<file path="src/rtl/mem_refill_responder_if.sv">
// Bus bundle between the L1 caches, the refill responder and the user RAM.
// slave = responder view, master = requester/RAM view.
interface mem_refill_responder_if #(
    parameter int ADDR_W         = 20,
    parameter int WORDS_PER_LINE = 4
);
    localparam int IDX_W = $clog2(WORDS_PER_LINE);

    logic              ic_req;
    logic [ADDR_W-1:0] ic_addr;
    logic              ic_ack;
    logic              ic_rsp_valid;

    logic              dc_req;
    logic              dc_we;
    logic [ADDR_W-1:0] dc_addr;
    logic [31:0]       dc_wdata;
    logic [3:0]        dc_wstrb;
    logic              dc_ack;
    logic              dc_rsp_valid;

    logic [31:0]       rsp_data;
    logic [IDX_W-1:0]  rsp_word;
    logic              rsp_last;

    logic              ram_en;
    logic              ram_we;
    logic [3:0]        ram_wstrb;
    logic [ADDR_W-3:0] ram_addr;
    logic [31:0]       ram_wdata;
    logic [31:0]       ram_rdata;

    logic              busy;

    modport slave (
        input  ic_req, ic_addr, dc_req, dc_we, dc_addr, dc_wdata, dc_wstrb, ram_rdata,
        output ic_ack, ic_rsp_valid, dc_ack, dc_rsp_valid, rsp_data, rsp_word, rsp_last,
               ram_en, ram_we, ram_wstrb, ram_addr, ram_wdata, busy
    );

    modport master (
        output ic_req, ic_addr, dc_req, dc_we, dc_addr, dc_wdata, dc_wstrb, ram_rdata,
        input  ic_ack, ic_rsp_valid, dc_ack, dc_rsp_valid, rsp_data, rsp_word, rsp_last,
               ram_en, ram_we, ram_wstrb, ram_addr, ram_wdata, busy
    );
endinterface

</file>
<file path="src/rtl/mem_refill_responder.sv">
// L1 miss responder: one icache/dcache line fetch (N+2 cycles, word beats at T+2..T+N+1) or dcache store (2 cycles) at a time.
// No backpressure on beats; requests wait on held req until IDLE. CRITICAL_WORD_FIRST_EN starts bursts at the missed word.
module mem_refill_responder #(
    parameter int ADDR_W         = 20,
    parameter int WORDS_PER_LINE = 4
) (
    input  logic                    CLK_cpu,
    input  logic                    RST_cpu_n,
    mem_refill_responder_if.slave   bus
);
    localparam int IDX_W = $clog2(WORDS_PER_LINE);
    localparam int WA_W  = ADDR_W - 2;
    localparam logic [IDX_W-1:0] LAST_BEAT = IDX_W'(WORDS_PER_LINE - 1);

    typedef enum logic [1:0] {ST_IDLE, ST_READ, ST_DRAIN, ST_WRITE} state_t;

    state_t            r_state, w_state_nxt;
    logic              r_src_dc, w_src_dc_nxt;
    logic [IDX_W-1:0]  r_beat, w_beat_nxt;
    logic              r_ram_en, w_ram_en_nxt;
    logic              r_ram_we, w_ram_we_nxt;
    logic [3:0]        r_ram_wstrb, w_ram_wstrb_nxt;
    logic [WA_W-1:0]   r_ram_addr, w_ram_addr_nxt;
    logic [31:0]       r_ram_wdata, w_ram_wdata_nxt;
    logic              r_ic_vld, w_ic_vld_nxt;
    logic              r_dc_vld, w_dc_vld_nxt;
    logic              r_rsp_last, w_rsp_last_nxt;
    logic [IDX_W-1:0]  r_rsp_word, w_rsp_word_nxt;

    logic              w_ic_ack, w_dc_ack, w_rd_beat;
    logic [ADDR_W-1:0] w_req_addr;
    logic [IDX_W-1:0]  w_start, w_idx_inc;
    logic              w_unused;

    // dcache has fixed priority; acks are suppressed while reset is held
    assign w_dc_ack   = (r_state == ST_IDLE) && bus.dc_req && RST_cpu_n;
    assign w_ic_ack   = (r_state == ST_IDLE) && bus.ic_req && !bus.dc_req && RST_cpu_n;
    assign w_req_addr = bus.dc_req ? bus.dc_addr : bus.ic_addr;
    assign w_idx_inc  = r_ram_addr[IDX_W-1:0] + IDX_W'(1);
    assign w_rd_beat  = r_ram_en && !r_ram_we;
    assign w_unused   = ^{bus.ic_addr[1:0], bus.dc_addr[1:0]};

`ifdef CRITICAL_WORD_FIRST_EN
    assign w_start = w_req_addr[IDX_W+1:2];
`else
    assign w_start = '0;
`endif

    always_comb begin
        w_state_nxt     = r_state;
        w_src_dc_nxt    = r_src_dc;
        w_beat_nxt      = r_beat;
        w_ram_en_nxt    = 1'b0;
        w_ram_we_nxt    = 1'b0;
        w_ram_wstrb_nxt = '0;
        w_ram_wdata_nxt = '0;
        w_ram_addr_nxt  = r_ram_addr;

        case (r_state)
            ST_IDLE: begin
                if (w_dc_ack && bus.dc_we) begin
                    w_state_nxt     = ST_WRITE;
                    w_src_dc_nxt    = 1'b1;
                    w_ram_en_nxt    = 1'b1;
                    w_ram_we_nxt    = 1'b1;
                    w_ram_wstrb_nxt = bus.dc_wstrb;
                    w_ram_wdata_nxt = bus.dc_wdata;
                    w_ram_addr_nxt  = bus.dc_addr[ADDR_W-1:2];
                end else if (w_dc_ack || w_ic_ack) begin
                    w_state_nxt    = ST_READ;
                    w_src_dc_nxt   = w_dc_ack;
                    w_beat_nxt     = '0;
                    w_ram_en_nxt   = 1'b1;
                    w_ram_addr_nxt = {w_req_addr[ADDR_W-1:IDX_W+2], w_start};
                end
            end
            ST_READ: begin
                if (r_beat == LAST_BEAT) begin
                    w_state_nxt = ST_DRAIN;
                end else begin
                    w_beat_nxt     = r_beat + IDX_W'(1);
                    w_ram_en_nxt   = 1'b1;
                    // index wraps inside the line; the line base never carries
                    w_ram_addr_nxt = {r_ram_addr[WA_W-1:IDX_W], w_idx_inc};
                end
            end
            ST_DRAIN: w_state_nxt = ST_IDLE;
            ST_WRITE: w_state_nxt = ST_IDLE;
            default:  w_state_nxt = ST_IDLE;
        endcase

        // response stage mirrors the read issued one cycle earlier
        w_ic_vld_nxt   = w_rd_beat && !r_src_dc;
        w_dc_vld_nxt   = w_rd_beat && r_src_dc;
        w_rsp_last_nxt = w_rd_beat && (r_beat == LAST_BEAT);
        w_rsp_word_nxt = w_rd_beat ? r_ram_addr[IDX_W-1:0] : '0;
    end

    always_ff @(posedge CLK_cpu or negedge RST_cpu_n) begin
        if (!RST_cpu_n) begin
            r_state <= ST_IDLE;
        end else begin
            r_state <= w_state_nxt;
        end
    end

    always_ff @(posedge CLK_cpu or negedge RST_cpu_n) begin
        if (!RST_cpu_n) begin
            r_src_dc    <= 1'b0;
            r_beat      <= '0;
            r_ram_en    <= 1'b0;
            r_ram_we    <= 1'b0;
            r_ram_wstrb <= '0;
            r_ram_addr  <= '0;
            r_ram_wdata <= '0;
            r_ic_vld    <= 1'b0;
            r_dc_vld    <= 1'b0;
            r_rsp_last  <= 1'b0;
            r_rsp_word  <= '0;
        end else begin
            r_src_dc    <= w_src_dc_nxt;
            r_beat      <= w_beat_nxt;
            r_ram_en    <= w_ram_en_nxt;
            r_ram_we    <= w_ram_we_nxt;
            r_ram_wstrb <= w_ram_wstrb_nxt;
            r_ram_addr  <= w_ram_addr_nxt;
            r_ram_wdata <= w_ram_wdata_nxt;
            r_ic_vld    <= w_ic_vld_nxt;
            r_dc_vld    <= w_dc_vld_nxt;
            r_rsp_last  <= w_rsp_last_nxt;
            r_rsp_word  <= w_rsp_word_nxt;
        end
    end

    assign bus.ic_ack       = w_ic_ack;
    assign bus.dc_ack       = w_dc_ack;
    assign bus.ic_rsp_valid = r_ic_vld;
    assign bus.dc_rsp_valid = r_dc_vld;
    assign bus.rsp_data     = (r_ic_vld || r_dc_vld) ? bus.ram_rdata : 32'h0;
    assign bus.rsp_word     = r_rsp_word;
    assign bus.rsp_last     = r_rsp_last;
    assign bus.ram_en       = r_ram_en;
    assign bus.ram_we       = r_ram_we;
    assign bus.ram_wstrb    = r_ram_wstrb;
    assign bus.ram_addr     = r_ram_addr;
    assign bus.ram_wdata    = r_ram_wdata;
    assign bus.busy         = (r_state != ST_IDLE);
endmodule

</file>
<file path="src/flat_wrapper.sv">
// flat-port wrapper written by rule: the top's interface ports become plain ports
module mem_refill_responder_flat 
#(
    parameter int ADDR_W         = 20,
    parameter int WORDS_PER_LINE = 4
)
  (CLK_cpu, RST_cpu_n, bus_ic_req, bus_ic_addr, bus_dc_req, bus_dc_we, bus_dc_addr, bus_dc_wdata, bus_dc_wstrb, bus_ram_rdata, bus_ic_ack, bus_ic_rsp_valid, bus_dc_ack, bus_dc_rsp_valid, bus_rsp_data, bus_rsp_word, bus_rsp_last, bus_ram_en, bus_ram_we, bus_ram_wstrb, bus_ram_addr, bus_ram_wdata, bus_busy);
  mem_refill_responder_if #(.ADDR_W(ADDR_W), .WORDS_PER_LINE(WORDS_PER_LINE)) bus_i ();
  input  logic CLK_cpu;
  input  logic RST_cpu_n;
  input wire logic [$bits(bus_i.ic_req)-1:0] bus_ic_req;
  input wire logic [$bits(bus_i.ic_addr)-1:0] bus_ic_addr;
  input wire logic [$bits(bus_i.dc_req)-1:0] bus_dc_req;
  input wire logic [$bits(bus_i.dc_we)-1:0] bus_dc_we;
  input wire logic [$bits(bus_i.dc_addr)-1:0] bus_dc_addr;
  input wire logic [$bits(bus_i.dc_wdata)-1:0] bus_dc_wdata;
  input wire logic [$bits(bus_i.dc_wstrb)-1:0] bus_dc_wstrb;
  input wire logic [$bits(bus_i.ram_rdata)-1:0] bus_ram_rdata;
  output wire logic [$bits(bus_i.ic_ack)-1:0] bus_ic_ack;
  output wire logic [$bits(bus_i.ic_rsp_valid)-1:0] bus_ic_rsp_valid;
  output wire logic [$bits(bus_i.dc_ack)-1:0] bus_dc_ack;
  output wire logic [$bits(bus_i.dc_rsp_valid)-1:0] bus_dc_rsp_valid;
  output wire logic [$bits(bus_i.rsp_data)-1:0] bus_rsp_data;
  output wire logic [$bits(bus_i.rsp_word)-1:0] bus_rsp_word;
  output wire logic [$bits(bus_i.rsp_last)-1:0] bus_rsp_last;
  output wire logic [$bits(bus_i.ram_en)-1:0] bus_ram_en;
  output wire logic [$bits(bus_i.ram_we)-1:0] bus_ram_we;
  output wire logic [$bits(bus_i.ram_wstrb)-1:0] bus_ram_wstrb;
  output wire logic [$bits(bus_i.ram_addr)-1:0] bus_ram_addr;
  output wire logic [$bits(bus_i.ram_wdata)-1:0] bus_ram_wdata;
  output wire logic [$bits(bus_i.busy)-1:0] bus_busy;
  assign bus_i.ic_req = bus_ic_req;
  assign bus_i.ic_addr = bus_ic_addr;
  assign bus_i.dc_req = bus_dc_req;
  assign bus_i.dc_we = bus_dc_we;
  assign bus_i.dc_addr = bus_dc_addr;
  assign bus_i.dc_wdata = bus_dc_wdata;
  assign bus_i.dc_wstrb = bus_dc_wstrb;
  assign bus_i.ram_rdata = bus_ram_rdata;
  assign bus_ic_ack = bus_i.ic_ack;
  assign bus_ic_rsp_valid = bus_i.ic_rsp_valid;
  assign bus_dc_ack = bus_i.dc_ack;
  assign bus_dc_rsp_valid = bus_i.dc_rsp_valid;
  assign bus_rsp_data = bus_i.rsp_data;
  assign bus_rsp_word = bus_i.rsp_word;
  assign bus_rsp_last = bus_i.rsp_last;
  assign bus_ram_en = bus_i.ram_en;
  assign bus_ram_we = bus_i.ram_we;
  assign bus_ram_wstrb = bus_i.ram_wstrb;
  assign bus_ram_addr = bus_i.ram_addr;
  assign bus_ram_wdata = bus_i.ram_wdata;
  assign bus_busy = bus_i.busy;
  mem_refill_responder #(.ADDR_W(ADDR_W), .WORDS_PER_LINE(WORDS_PER_LINE)) u_core (.CLK_cpu(CLK_cpu), .RST_cpu_n(RST_cpu_n), .bus(bus_i));
endmodule
</file>
<file path="config.mk">
export PLATFORM = sky130hd
export DESIGN_NAME = mem_refill_responder_flat
export DESIGN_NICKNAME = d
export VERILOG_FILES = /design/src/rtl/mem_refill_responder_if.sv /design/src/rtl/mem_refill_responder.sv /design/src/flat_wrapper.sv
export SDC_FILE = /design/constraint.sdc
export NUM_CORES = 1
export LEC_CHECK = 0
export ABC_AREA = 1
export BUFFER_PORTS_ARGS = -buffer_cell sky130_fd_sc_hd__buf_2
export CAP_MARGIN = 0
export CORE_UTILIZATION = 44
export DETAILED_ROUTE_END_ITERATION = 7
export PLACE_DENSITY = 0.95
export SETUP_SLACK_MARGIN = 0.1
export SYNTH_ARGS = -nofsm -noshare
export SYNTH_HDL_FRONTEND = slang
export SYNTH_SLANG_ARGS = --single-unit
</file>
<file path="constraint.sdc">
create_clock -name CLK_cpu -period 2.35 [get_ports CLK_cpu]
set_input_delay 0.1175 -clock CLK_cpu [delete_from_list [all_inputs] [get_ports CLK_cpu]]
set_output_delay 0.1175 -clock CLK_cpu [all_outputs]
set_load 0.1 [all_outputs]
</file>
## After elaboration in Yosys (flattened, before gate mapping)

Index checks and enable logic that the tools add are counted.

| word-level totals | value |
|---|---|
| memory bits (writable) | 0 |
| flip-flop bits (word level) | 66 |
| memory bits (read-only) | 0 |
| input port bits | 113 |
| memories kept | 0 |
| output and inout port bits | 96 |
| bits in latches | 0 |
| logic and storage cells | 77 |

| operators by class | value |
|---|---|
| shift operators | 0 |
| div/mod/pow operators | 0 |
| bitwise gates (word level) | 1 |
| multipliers | 0 |
| reduce and logical (&&, ||, !) cells | 25 |
| equality and inequality tests | 9 |
| muxes and demuxes | 27 |
| magnitude comparators | 0 |
| $add $sub $neg | 2 |

Operators with widths:

| kind | count |
|---|---|
| $mux 32 | 3 |
| $mux 18 | 2 |
| $pmux 18 s2 | 1 |
| $mux 20 | 1 |
| $mux 2 | 8 |
| $logic_and 1x1->1 | 10 |
| $mux 4 | 2 |
| $mux 1 | 7 |
| $eq 2x2->1 const B | 3 |
| $ne 2x2->1 const B | 3 |
| $pmux 2 s3 | 1 |
| $reduce_and 3->1 | 2 |
| $reduce_bool 2->1 | 3 |
| $add 2x1->2 const B | 2 |
| $pmux 2 s2 | 1 |
| $reduce_and 2->1 | 2 |
| $reduce_and 4->1 | 1 |
| $logic_not 1->1 | 3 |
| $ne 3x3->1 const B | 1 |
| $eq 2x1->1 const B | 1 |
| $logic_not 2->1 | 1 |
| $logic_or 1x1->1 | 2 |
| $ne 2x1->1 const B | 1 |
| $pmux 1 s2 | 1 |
| other kinds (2) | 2 |

## Longest topological paths before layout

Gate-level depths: netlist (run 1).

| logic depth | value |
|---|---|
| depth after elaboration | 8 |
| depth in mapped cells | 8 |
| gate-level depth less buffers | 8 |

## Worst setup path after synthesis (run 1)

Ideal clock, no wire load.

| path | value |
|---|---|
| path type | register to output |
| start point | register u_core.r_dc_vld (netlist: u_core.bus.dc_rsp_valid) |
| end point | output port bus_rsp_data[0] |
| arrival time | 2.622 ns |
| buffers on the path | 1 |
| data required time | 2.233 ns |
| cell stages (with the launch flop) | 4 |
| path slack | -0.390 ns |
| cells stage by stage | dfrtp_1 -> nor2_1 -> clkbuf_1 -> nor2_1 |

| between the ends | value |
|---|---|
| word-level cells in the longest chain between the ends | 2 |

RTL lines:

| what | line | RTL |
|---|---|---|
| from (decl) | mem_refill_responder.sv:26 | `logic r_dc_vld, w_dc_vld_nxt;` |
| from (signal assigned) | mem_refill_responder.sv:129 | `r_dc_vld <= w_dc_vld_nxt;` |
| $logic_or 1x1->1 | mem_refill_responder.sv:139 | `assign bus.rsp_data = (r_ic_vld \|\| r_dc_vld) ? bus.ram_rdata : 32'h0;` |
| $mux 32 | mem_refill_responder.sv:139 |  |
| to (decl) | flat_wrapper.sv:23 | `output wire logic [$bits(bus_i.rsp_data)-1:0] bus_rsp_data;` |

No other way between the ends.

## Worst setup path after layout (run 1)

| path | value |
|---|---|
| start point | register u_core.r_state[0] |
| end point | output port bus_dc_ack |

| between the ends | value |
|---|---|
| word-level cells in the longest chain between the ends | 3 |

RTL lines:

| what | line | RTL |
|---|---|---|
| from (decl) | mem_refill_responder.sv:17 | `state_t r_state, w_state_nxt;` |
| from (signal assigned) | mem_refill_responder.sv:103 | `r_state <= w_state_nxt;` |
| $logic_not 2->1 | mem_refill_responder.sv:36 | `assign w_dc_ack = (r_state == ST_IDLE) && bus.dc_req && RST_cpu_n;` |
| $logic_and 1x1->1 (2 in series) | mem_refill_responder.sv:36 |  |
| to (decl) | flat_wrapper.sv:21 | `output wire logic [$bits(bus_i.dc_ack)-1:0] bus_dc_ack;` |

No other way between the ends.

==> impl_metrics.tcl, run 1 <==
set metrics [dict create \
    clockRootBuffer "clkbuf_8" \
    r2r_setup_slack_ns 0.72 \
    setup_viol 0 \
    regToRegEndpoint "u_core.bus.ram_addr[17]$_DFFE_PN0P_" \
    dr_total_vias 3082 \
    synth_cell_types 30 \
    rsz0062_at_grt "no" \
    max_stage_delay_ns 0.43 \
    syn_inst 347 \
    post_dp_cell_area_um2 4200 \
    tns_ns 0 \
    irDropWorstVdd_uv 998 \
    cp.arrival_ns 1.72 \
    fmax_mhz 544 \
    start_util_pct 46.5 \
    grt_use_total_pct 26.3 \
    yosysTopAreaCellShare_pct 55.0 \
    grt_pass1_wl_um 14500 \
    drive_gt1_share_pct 48.6 \
    via_per_inst 4.64 \
    violations "DRC" \
    min_to "u_core.bus.ram_addr[13]$_DFFE_PN0P_" \
    yosys-top-cells-area "dfrtp_1 55%, nor2_1 13%, inv_1 10%" \
    cts_buffers 9 \
    synth_mux_area_share_pct 0 \
    cts_tree "yes" \
    seq_power_share_pct 20.7 \
    syn_area_um2 3000 \
    clock_sinks 66 \
    final_util_pct 73.3 \
    drv_slew 0 \
    routabilityCongestion 0.776 \
    grt-ovfl-total 0 \
    skew_ns 0.00822 \
    dp_cells 614 \
    critPathCaptureType "output port" \
    worstPathMaxFanout 12 \
    leakage_nw 2.90 \
    synthSimpleGateAreaFrac_pct 22.9 \
    critPathBufInv 2 \
    routed_wl_um 9150 \
    layout_common_cells "200 x buf_2, 81 x inv_1, 71 x nor2_1" \
    io_pins 209 \
    synth_fp_nets 461 \
    setup_ws_ns 0.511 \
    hpwlAfterDp_um 6040 \
    yosysWarnings 0 \
    grt_pass1_vias 3229 \
    clock_latency_ns 0.34 \
    synth_top_family_by_area "simple AND/OR/NAND/NOR gates" \
    rr_startpoint "u_core.r_state[0]$_DFFE_PN0P_" \
    design_area_um2 4740 \
    synth_top_cell_by_area "dfrtp_1" \
    core-area_um2 6460 \
    p_sw_share_pct 64.3 \
    cp_top_family "buffers and inverters" \
    worst_pin_slew_ns 0.807 \
    crit_required_ns 2.23 \
    p_comb_share_pct 66.8 \
    min-delay-start "bus_ic_addr[15]" \
    htreeDepth 3 \
    syn_to_final_growth_pct 57.8 \
    antenna_found_initial 0 \
    outcome "finished, violations left" \
    switchingPower_mw 4.79 \
    die_w_um 84.6 \
    whs_ns 0.0223 \
    synth-xor-area-share_pct 0 \
    path_clk_slew_ns 0.07 \
    post-route-drc-count 15 \
    fin_crit_sh_pct 78.2 \
    clockBufferDepth 2 \
    rows 29 \
    cts_resized 0 \
    finalCriticalPeriod_ns 1.84 \
    dr.pass1.iters 8 \
    syn_area_per_cell_um2 8.65 \
    dieArea_um2 7150 \
    start_kind "flop" \
    final_common_cell "buf_2" \
    dpl_worst_slack_ns 0.428 \
    layout.cells.non_filler 664 \
    synth-seq-cells 66 \
    die_h_um 84.6 \
    critPathKind "reg2out" \
    synth-adder-area-share_pct 0.417 \
    finalHoldViolations 0 \
    hold_path_depth 3 \
    crit_chain "nor2_4 -> nand3_4 -> inv_1 -> buf_2" \
    io_buffer_count 202 \
    relSlewSlack_pct 46.2 \
    clkPwrFrac_pct 12.6 \
    cellInternalPower_mw 2.66 \
    synth-compound-area-share_pct 7.42 \
    crit_slowest_cell "buf_2" \
    wire_per_inst_um 13.8 \
    grt_max_degree 67 \
    drt_iter0_drc 119 \
    final_nets 697 \
    power_mw 7.45 \
    power_density_nw_per_um2 1570 \
    ys_seq_area_share_pct 55.0 \
    drv_cap 0 \
    r2r_cells 5 \
    detail-route-antenna-nets 0 \
    n_antenna_cell 0 \
    fillers 443 \
    hold_path.class "in2reg" \
]
-- layer usage --
metal | wire length, um | vias to the layer above | share of wire, % | global-route usage (%)
met5 | 0 | - | 0 | 0
met4 | 328 | 0 | 3.6 | 14.2
met3 | 732 | 28 | 8.0 | 6.88
met2 | 4860 | 171 | 53 | 49.1
met1 | 3230 | 1412 | 35 | 26.6
li1 | - | 1471 | - | -
-- synthesized netlist by cell type (all sizes together) --
| library cell | count |
|---|---|
| dfrtp | 66 |
| nand2 | 23 |
| o21bai | 1 |
| nand4 | 1 |
| ha | 1 |
| inv | 84 |
| a21boi | 1 |
| nand3b | 1 |
| nor2 | 107 |
| clkbuf | 6 |
| o211ai | 7 |
| or2 | 7 |
| a21oi | 10 |
| buf | 9 |
| o21ai | 11 |
| nand3 | 12 |
-- worst reg2reg max path, cell delays in order, from the launching register on --
cell,delay (ns)
dfrtp_1,0.42
nor2_4,0.22
nand3_2,0.30
nand2_4,0.40
o211ai_2,0.14
nand2_1,0.09
-- flip-flops by register name, summed over array words and instances, names as in the netlist --
signal,count
u_core.bus.ram_we,1
u_core.bus.dc_rsp_valid,1
u_core.r_src_dc,1
u_core.r_beat,2
u_core.bus.ram_en,1
u_core.bus.rsp_last,1
u_core.bus.ram_wdata,32
u_core.bus.ram_wstrb,4
u_core.r_state,2
u_core.bus.rsp_word,2
u_core.bus.ic_rsp_valid,1
u_core.bus.ram_addr,18
-- power by group through the flow --
| stage | clock (mW) | combinational [mW] | sequential (mW) |
|---|---|---|---|
| 2_1_floorplan | 0 | 2.68 | 3.08 |
| 3_3_place_gp | 0 | 4.86 | 1.54 |
| 3_5_place_dp | 0 | 4.92 | 1.55 |
| 4_1_cts | 0.942 | 4.98 | 1.54 |
| 5_1_grt | 1.01 | 5.16 | 1.57 |
| 6_report | 0.936 | 4.98 | 1.54 |
-- worst max-delay path by stage --
stage,startpoint,endpoint,slack [ns],cells past startpoint
floorplan,u_core.bus.dc_rsp_valid$_DFF_PN0_,bus_rsp_data[29],-0.19,2
global placement,u_core.bus.dc_rsp_valid$_DFF_PN0_,bus_rsp_data[29],0.46,4
detailed placement,u_core.bus.dc_rsp_valid$_DFF_PN0_,bus_rsp_data[29],0.43,4
CTS,u_core.r_state[0]$_DFFE_PN0P_,bus_dc_ack,0.47,4
global route,u_core.r_state[0]$_DFFE_PN0P_,bus_ic_ack,0.41,4
finish,u_core.r_state[0]$_DFFE_PN0P_,bus_dc_ack,0.51,4
-- cell type report --
class	count	area (um2)	share of cell area, %
Clock buffer	10	138	2.91
Tap cell	77	96.3	2.03
Sequential cell	66	1650	34.9
Clock inverter	5	55.1	1.16
Timing Repair Buffer	240	1400	29.5
Inverter	84	315	6.66
Multi-Input combinational cell	182	1080	22.8
-- cells by family after synthesis --
group / count (synthesis)
compound gates: 30
buf+inv: 99
flops: 66
fa+ha+maj: 1
simple gates: 151
-- what timing repair did --
item                       in CTS  in global routing
buffers inserted                1                  0
hold endpoints to repair       34                  0
hold buffers                   34                  0
setup endpoints to repair      18                  0
(Power assumes the default switching activity.)
==> run 2: changes to the inputs <==
--- a/config.mk
+++ b/config.mk
@@ -8,9 +8,9 @@
 export ABC_AREA = 1
 export BUFFER_PORTS_ARGS = -buffer_cell sky130_fd_sc_hd__buf_2
 export CAP_MARGIN = 0
-export CORE_UTILIZATION = 44
+export CORE_UTILIZATION = 37
 export DETAILED_ROUTE_END_ITERATION = 7
-export PLACE_DENSITY = 0.95
+export PLACE_DENSITY = 0.86
 export SETUP_SLACK_MARGIN = 0.1
 export SYNTH_ARGS = -nofsm -noshare
 export SYNTH_HDL_FRONTEND = slang
==> constraint.sdc (replaced) <==
create_clock -name CLK_cpu -period 1.6 [get_ports CLK_cpu]
set_input_delay 0.08 -clock CLK_cpu [delete_from_list [all_inputs] [get_ports CLK_cpu]]
set_output_delay 0.08 -clock CLK_cpu [all_outputs]
set_load 0.1 [all_outputs]
==> run 2 against run 1 <==
The run now ends clean. Critical path depth up 1. Global-route usage up 0.48 points. Power up 79%. Die area up 18%. Flip-flop and latch count unchanged. Final cell count up 7.7%. Clock skew up 0.011 ns. Register-to-register slack worse by 0.54 ns. Routed wire length up 22%. Largest power group unchanged.
==> impl_metrics.tcl, run 2 (synthesis results as in run 1) <==
set metrics [dict create \
    rr_startpoint "u_core.r_state[0]$_DFFE_PN0P_" \
    max_stage_delay_ns 0.50 \
    worstPathMaxFanout 8 \
    clock_sinks 66 \
    tns_ns 0 \
    drv_slew 0 \
    syn_to_final_growth_pct 90.4 \
    p_comb_share_pct 70.8 \
    cp.arrival_ns 1.51 \
    grt-ovfl-total 0 \
    dr.pass1.iters 7 \
    post-route-drc-count 0 \
    cellInternalPower_mw 5.66 \
    leakage_nw 3.18 \
    switchingPower_mw 7.65 \
    routabilityCongestion 0.730 \
    start_util_pct 38.6 \
    layout_common_cells "166 x buf_2, 79 x inv_1, 69 x nor2_1" \
    dpl_worst_slack_ns 0.0886 \
    clockBufferDepth 2 \
    fmax_mhz 631 \
    core-area_um2 7770 \
    drt_iter0_drc 167 \
    detail-route-antenna-nets 0 \
    setup_viol 0 \
    relSlewSlack_pct 44.8 \
    grt_use_total_pct 26.8 \
    finalHoldViolations 0 \
    irDropWorstVdd_uv 1850 \
    critPathBufInv 3 \
    final_nets 721 \
    cts_buffers 9 \
    cts_tree "yes" \
    hold_path.class "in2async" \
    whs_ns 0.0224 \
    start_kind "flop" \
    clock_latency_ns 0.34 \
    clkPwrFrac_pct 12.0 \
    finalCriticalPeriod_ns 1.59 \
    fin_crit_sh_pct 99.1 \
    setup_ws_ns 0.0145 \
    clockRootBuffer "clkbuf_8" \
    crit_chain "nor2_4 -> buf_12 -> buf_16 -> nor2_4 -> buf_12" \
    largest_reg_flops 32 \
    seq_power_share_pct 17.1 \
    dr_total_vias 3303 \
    io_pins 209 \
    via_per_inst 4.62 \
    path_clk_slew_ns 0.08 \
    rows 32 \
    io_buffer_count 202 \
    grt_pass1_vias 3553 \
    power_density_nw_per_um2 2330 \
    drive_gt1_share_pct 50.2 \
    design_area_um2 5710 \
    die_w_um 92.1 \
    final_common_cell "buf_2" \
    skew_ns 0.0194 \
    dieArea_um2 8470 \
    grt_pass1_wl_um 17100 \
    drv_cap 0 \
    p_sw_share_pct 57.5 \
    wire_per_inst_um 15.6 \
    hpwlAfterDp_um 6370 \
    post_dp_cell_area_um2 4380 \
    r2r_cells 5 \
    die_h_um 92.1 \
    regToRegEndpoint "u_core.bus.ram_wdata[21]$_DFF_PN0_" \
    crit_slowest_cell "dfrtp_4" \
    outcome "finished clean" \
    htreeDepth 3 \
    critPathKind "reg2out" \
    antenna_found_initial 2 \
    r2r_setup_slack_ns 0.18 \
    routed_wl_um 11200 \
    cp_top_family "flip-flops" \
    worst_pin_slew_ns 0.828 \
    crit_required_ns 1.52 \
    critPathCaptureType "output port" \
    rsz0062_at_grt "yes" \
    grt_max_degree 67 \
]
==> run 2: changes by cell type in the layout (fill, tap and decap cells not counted), moves of 7 or more <==
cell,delta
buf_12,+35
buf_2,-34
buf_4,+7
dlygate4sd3_1,+9
nor2_2,-14
nor2_4,+16
==> run 2: area by class of cell <==
class	instances	area, um2
clock buffer	10	138
tap	102	128
timing repair buffer	264	2200
multi-input combinational	182	1170
antenna	1	2.50
inverter	84	323
fill	496	2050
sequential	66	1660
clock inverter	6	90.1
==> run 2: per-layer routing <==
layer	part of all wire [%]	up-vias	GRT usage, %
met2	54	185	49.7
li1	-	1528	-
met3	8.9	39	8.87
met1	33	1551	25.0
met5	0	-	0
met4	4.1	0	16.4
==> run 2: how the worst max path moves through the flow <==
stage	cells after the start	end	from
5_1_grt	5	bus_rsp_data[4]	u_core.bus.ic_rsp_valid$_DFF_PN0_
2_1_floorplan	3	bus_rsp_data[0]	u_core.bus.dc_rsp_valid$_DFF_PN0_
3_3_place_gp	7	u_core.r_beat[0]$_DFFE_PN0P_	u_core.r_state[0]$_DFFE_PN0P_
4_1_cts	5	bus_rsp_data[31]	u_core.bus.ic_rsp_valid$_DFF_PN0_
3_5_place_dp	5	u_core.bus.ram_addr[4]$_DFFE_PN0P_	u_core.r_state[0]$_DFFE_PN0P_
6_report	5	bus_rsp_data[5]	u_core.bus.ic_rsp_valid$_DFF_PN0_
==> run 2: worst reg2reg max path, stage by stage, from the launching register on <==
cell     delay [ns]
dfrtp_1        0.41
nor2_4         0.17
buf_4          0.14
nand4_4        0.21
buf_8          0.26
nor2_1         0.15
==> run 2: per-stage QoR <==
step	util, %	std cells	power (mW)
finish	73.6	715	13.3
global route	73.6	715	13.7
CTS	73.1	711	13.2
detailed placement	56.4	643	9.80
global placement	56.4	643	9.69
floorplan	-	347	8.77
==> run 2: repair_timing <==
action,4_1_cts,5_1_grt
setup endpoints to repair,34,38
pin swaps,3,5
buffers inserted,6,3
gates resized for setup,134,4
cloned,3,0
hold endpoints to repair,43,0
hold buffers,43,0
==> run 2: power by group through the flow <==
stage               clock network, mW  logic, mW  registers (mW)
floorplan                           0       4.23            4.55
global placement                    0       7.40            2.29
detailed placement                  0       7.49            2.31
CTS                              1.62       9.31            2.28
global route                     1.69       9.72            2.32
finish                           1.60       9.43            2.28
==> run 3: changes to the inputs <==
--- a/config.mk
+++ b/config.mk
@@ -11,6 +11,7 @@
 export CORE_UTILIZATION = 37
 export DETAILED_ROUTE_END_ITERATION = 7
 export PLACE_DENSITY = 0.86
+export RECOVER_POWER = 50
 export SETUP_SLACK_MARGIN = 0.1
 export SYNTH_ARGS = -nofsm -noshare
 export SYNTH_HDL_FRONTEND = slang
==> run 3 against run 2 <==
Setup slack lost 0.0015 ns. Power about the same. Global-route usage did not move. First-iteration DRC count is 8.4% higher. Maximum frequency barely moved. Routed wire length shrank 0.19%. Highest routed layer unchanged. Flip-flop and latch count is the same. Utilization barely moved.
==> impl_metrics.tcl, run 3 (synthesis results as in run 1) <==
set metrics [dict create \
    drive_gt1_share_pct 50.0 \
    worstPathMaxFanout 8 \
    clock_sinks 66 \
    final_nets 721 \
    die_h_um 92.1 \
    cts_tree "yes" \
    skew_ns 0.0171 \
    grt_pass1_vias 3553 \
    largest_reg_flops 32 \
    antenna_found_initial 2 \
    seqCellArea_um2 1660 \
    drv_cap 0 \
    relSlewSlack_pct 45.2 \
    post-route-drc-count 0 \
    crit_required_ns 1.52 \
    dieArea_um2 8470 \
    rr_startpoint "u_core.r_state[0]$_DFFE_PN0P_" \
    io_buffer_count 202 \
    rows 32 \
    path_clk_slew_ns 0.08 \
    hpwlAfterDp_um 6370 \
    clockRootBuffer "clkbuf_8" \
    worst_pin_slew_ns 0.822 \
    core-area_um2 7770 \
    drt_iter0_drc 181 \
    critPathKind "reg2out" \
    power_density_nw_per_um2 2330 \
    hold_path.class "in2reg" \
    via_per_inst 4.62 \
    routed_wl_um 11100 \
    leakage_nw 3.15 \
    syn_to_final_growth_pct 90.3 \
    io_pins 209 \
    multiInputGateArea_um2 1170 \
    fmax_mhz 630 \
    wire_per_inst_um 15.6 \
    power_mw 13.3 \
    fin_crit_sh_pct 99.2 \
    htreeDepth 3 \
    layout.cells.non_filler 715 \
    outcome "finished clean" \
    critPathCaptureType "output port" \
    crit_start "u_core.bus.ic_rsp_valid$_DFF_PN0_" \
    routabilityCongestion 0.730 \
    drv_slew 0 \
    min-delay-start "bus_dc_addr[6]" \
    dr.pass1.iters 5 \
    clockBufferDepth 2 \
    cts_buffers 9 \
    final_common_cell "buf_2" \
    grt_use_total_pct 26.8 \
    dr_total_vias 3303 \
    irDropWorstVdd_uv 1850 \
    detail-route-antenna-nets 0 \
    finalCriticalPeriod_ns 1.59 \
    start_kind "flop" \
    grt-ovfl-total 0 \
    rsz0062_at_grt "yes" \
    clock_latency_ns 0.34 \
    grt_max_degree 67 \
    die_w_um 92.1 \
    start_util_pct 38.6 \
    fillers 496 \
    layout_common_cells "140 x buf_2, 79 x inv_1, 69 x nor2_1" \
    finalHoldViolations 0 \
    grt_pass1_wl_um 17100 \
    setup_viol 0 \
    dp_cells 643 \
    cp.arrival_ns 1.51 \
]
-- run 3: report_power, final --
| group | internal, mW | switching [mW] | leakage (nW) | total [mW] |
|---|---|---|---|---|
| logic | 2.69 | 6.74 | 2.17 | 9.43 |
| clock network | 0.922 | 0.675 | 0.112 | 1.60 |
| registers | 2.05 | 0.240 | 0.866 | 2.29 |
| total | 5.66 | 7.66 | 3.15 | 13.3 |
-- run 3: cell type report --
| cell class | instances | area share (%) |
|---|---|---|
| sequential | 66 | 29.1 |
| multi-input combinational | 182 | 20.6 |
| inverter | 84 | 5.65 |
| clock inverter | 6 | 1.58 |
| timing repair buffer | 264 | 38.5 |
| antenna | 1 | 0.0438 |
| clock buffer | 10 | 2.41 |
| tap | 102 | 2.24 |
-- run 3: repair_timing --
action | in CTS | in global routing
setup endpoints to repair | 34 | 38
resized for setup | 134 | 4
gates cloned | 3 | 0
setup buffers | 6 | 3
pin swaps | 3 | 5
endpoints found under the hold margin | 43 | 0
hold buffers | 43 | 0
-- run 3: per-stage QoR --
stage	TNS [ns]	utilization [%]	worst slack (ns)	hold slack, ns	area (um2)
after global routing	-0.700	73.5	-0.0319	0.0333	5710
after CTS	0	73.1	0.0184	0.0251	5670
final	0	73.5	0.0130	0.0386	5710
after floorplan	0	-	0.0145	-0.216	3280
after global placement	0	56.4	0.170	0.289	4380
after detailed placement	0	56.4	0.0886	0.292	4380
-- run 3: layer usage --
| layer | part of all wire (%) | track usage [%] | up-vias | routed length (um) |
|---|---|---|---|---|
| met1 | 34 | 25.0 | 1551 | 3740 |
| met4 | 4.1 | 16.4 | 0 | 458 |
| li1 | - | - | 1530 | - |
| met5 | 0 | 0 | - | 0 |
| met3 | 8.7 | 8.87 | 39 | 971 |
| met2 | 54 | 49.7 | 183 | 5980 |
-- run 3: worst paths after layout --
path                                                      end  slack, ns  cells after the start
setup reg to reg           u_core.bus.ram_wdata[21]$_DFF_PN0_       0.18                      5
max in group asynchronous   u_core.bus.dc_rsp_valid$_DFF_PN0_       0.72                      2
setup / recovery                              bus_rsp_data[5]       0.01                      5
hold / removal             u_core.bus.ram_addr[4]$_DFFE_PN0P_       0.04                      3
hold reg to reg             u_core.bus.ic_rsp_valid$_DFF_PN0_       0.43                      1
min in group asynchronous   u_core.bus.ram_wstrb[2]$_DFF_PN0_       0.28                      2
-- run 3: worst max-delay path, stage by stage (launching register included) --
cell     delay [ns]
dfrtp_4        0.50
nor2_4         0.14
buf_12         0.14
buf_16         0.16
nor2_4         0.06
buf_12         0.16
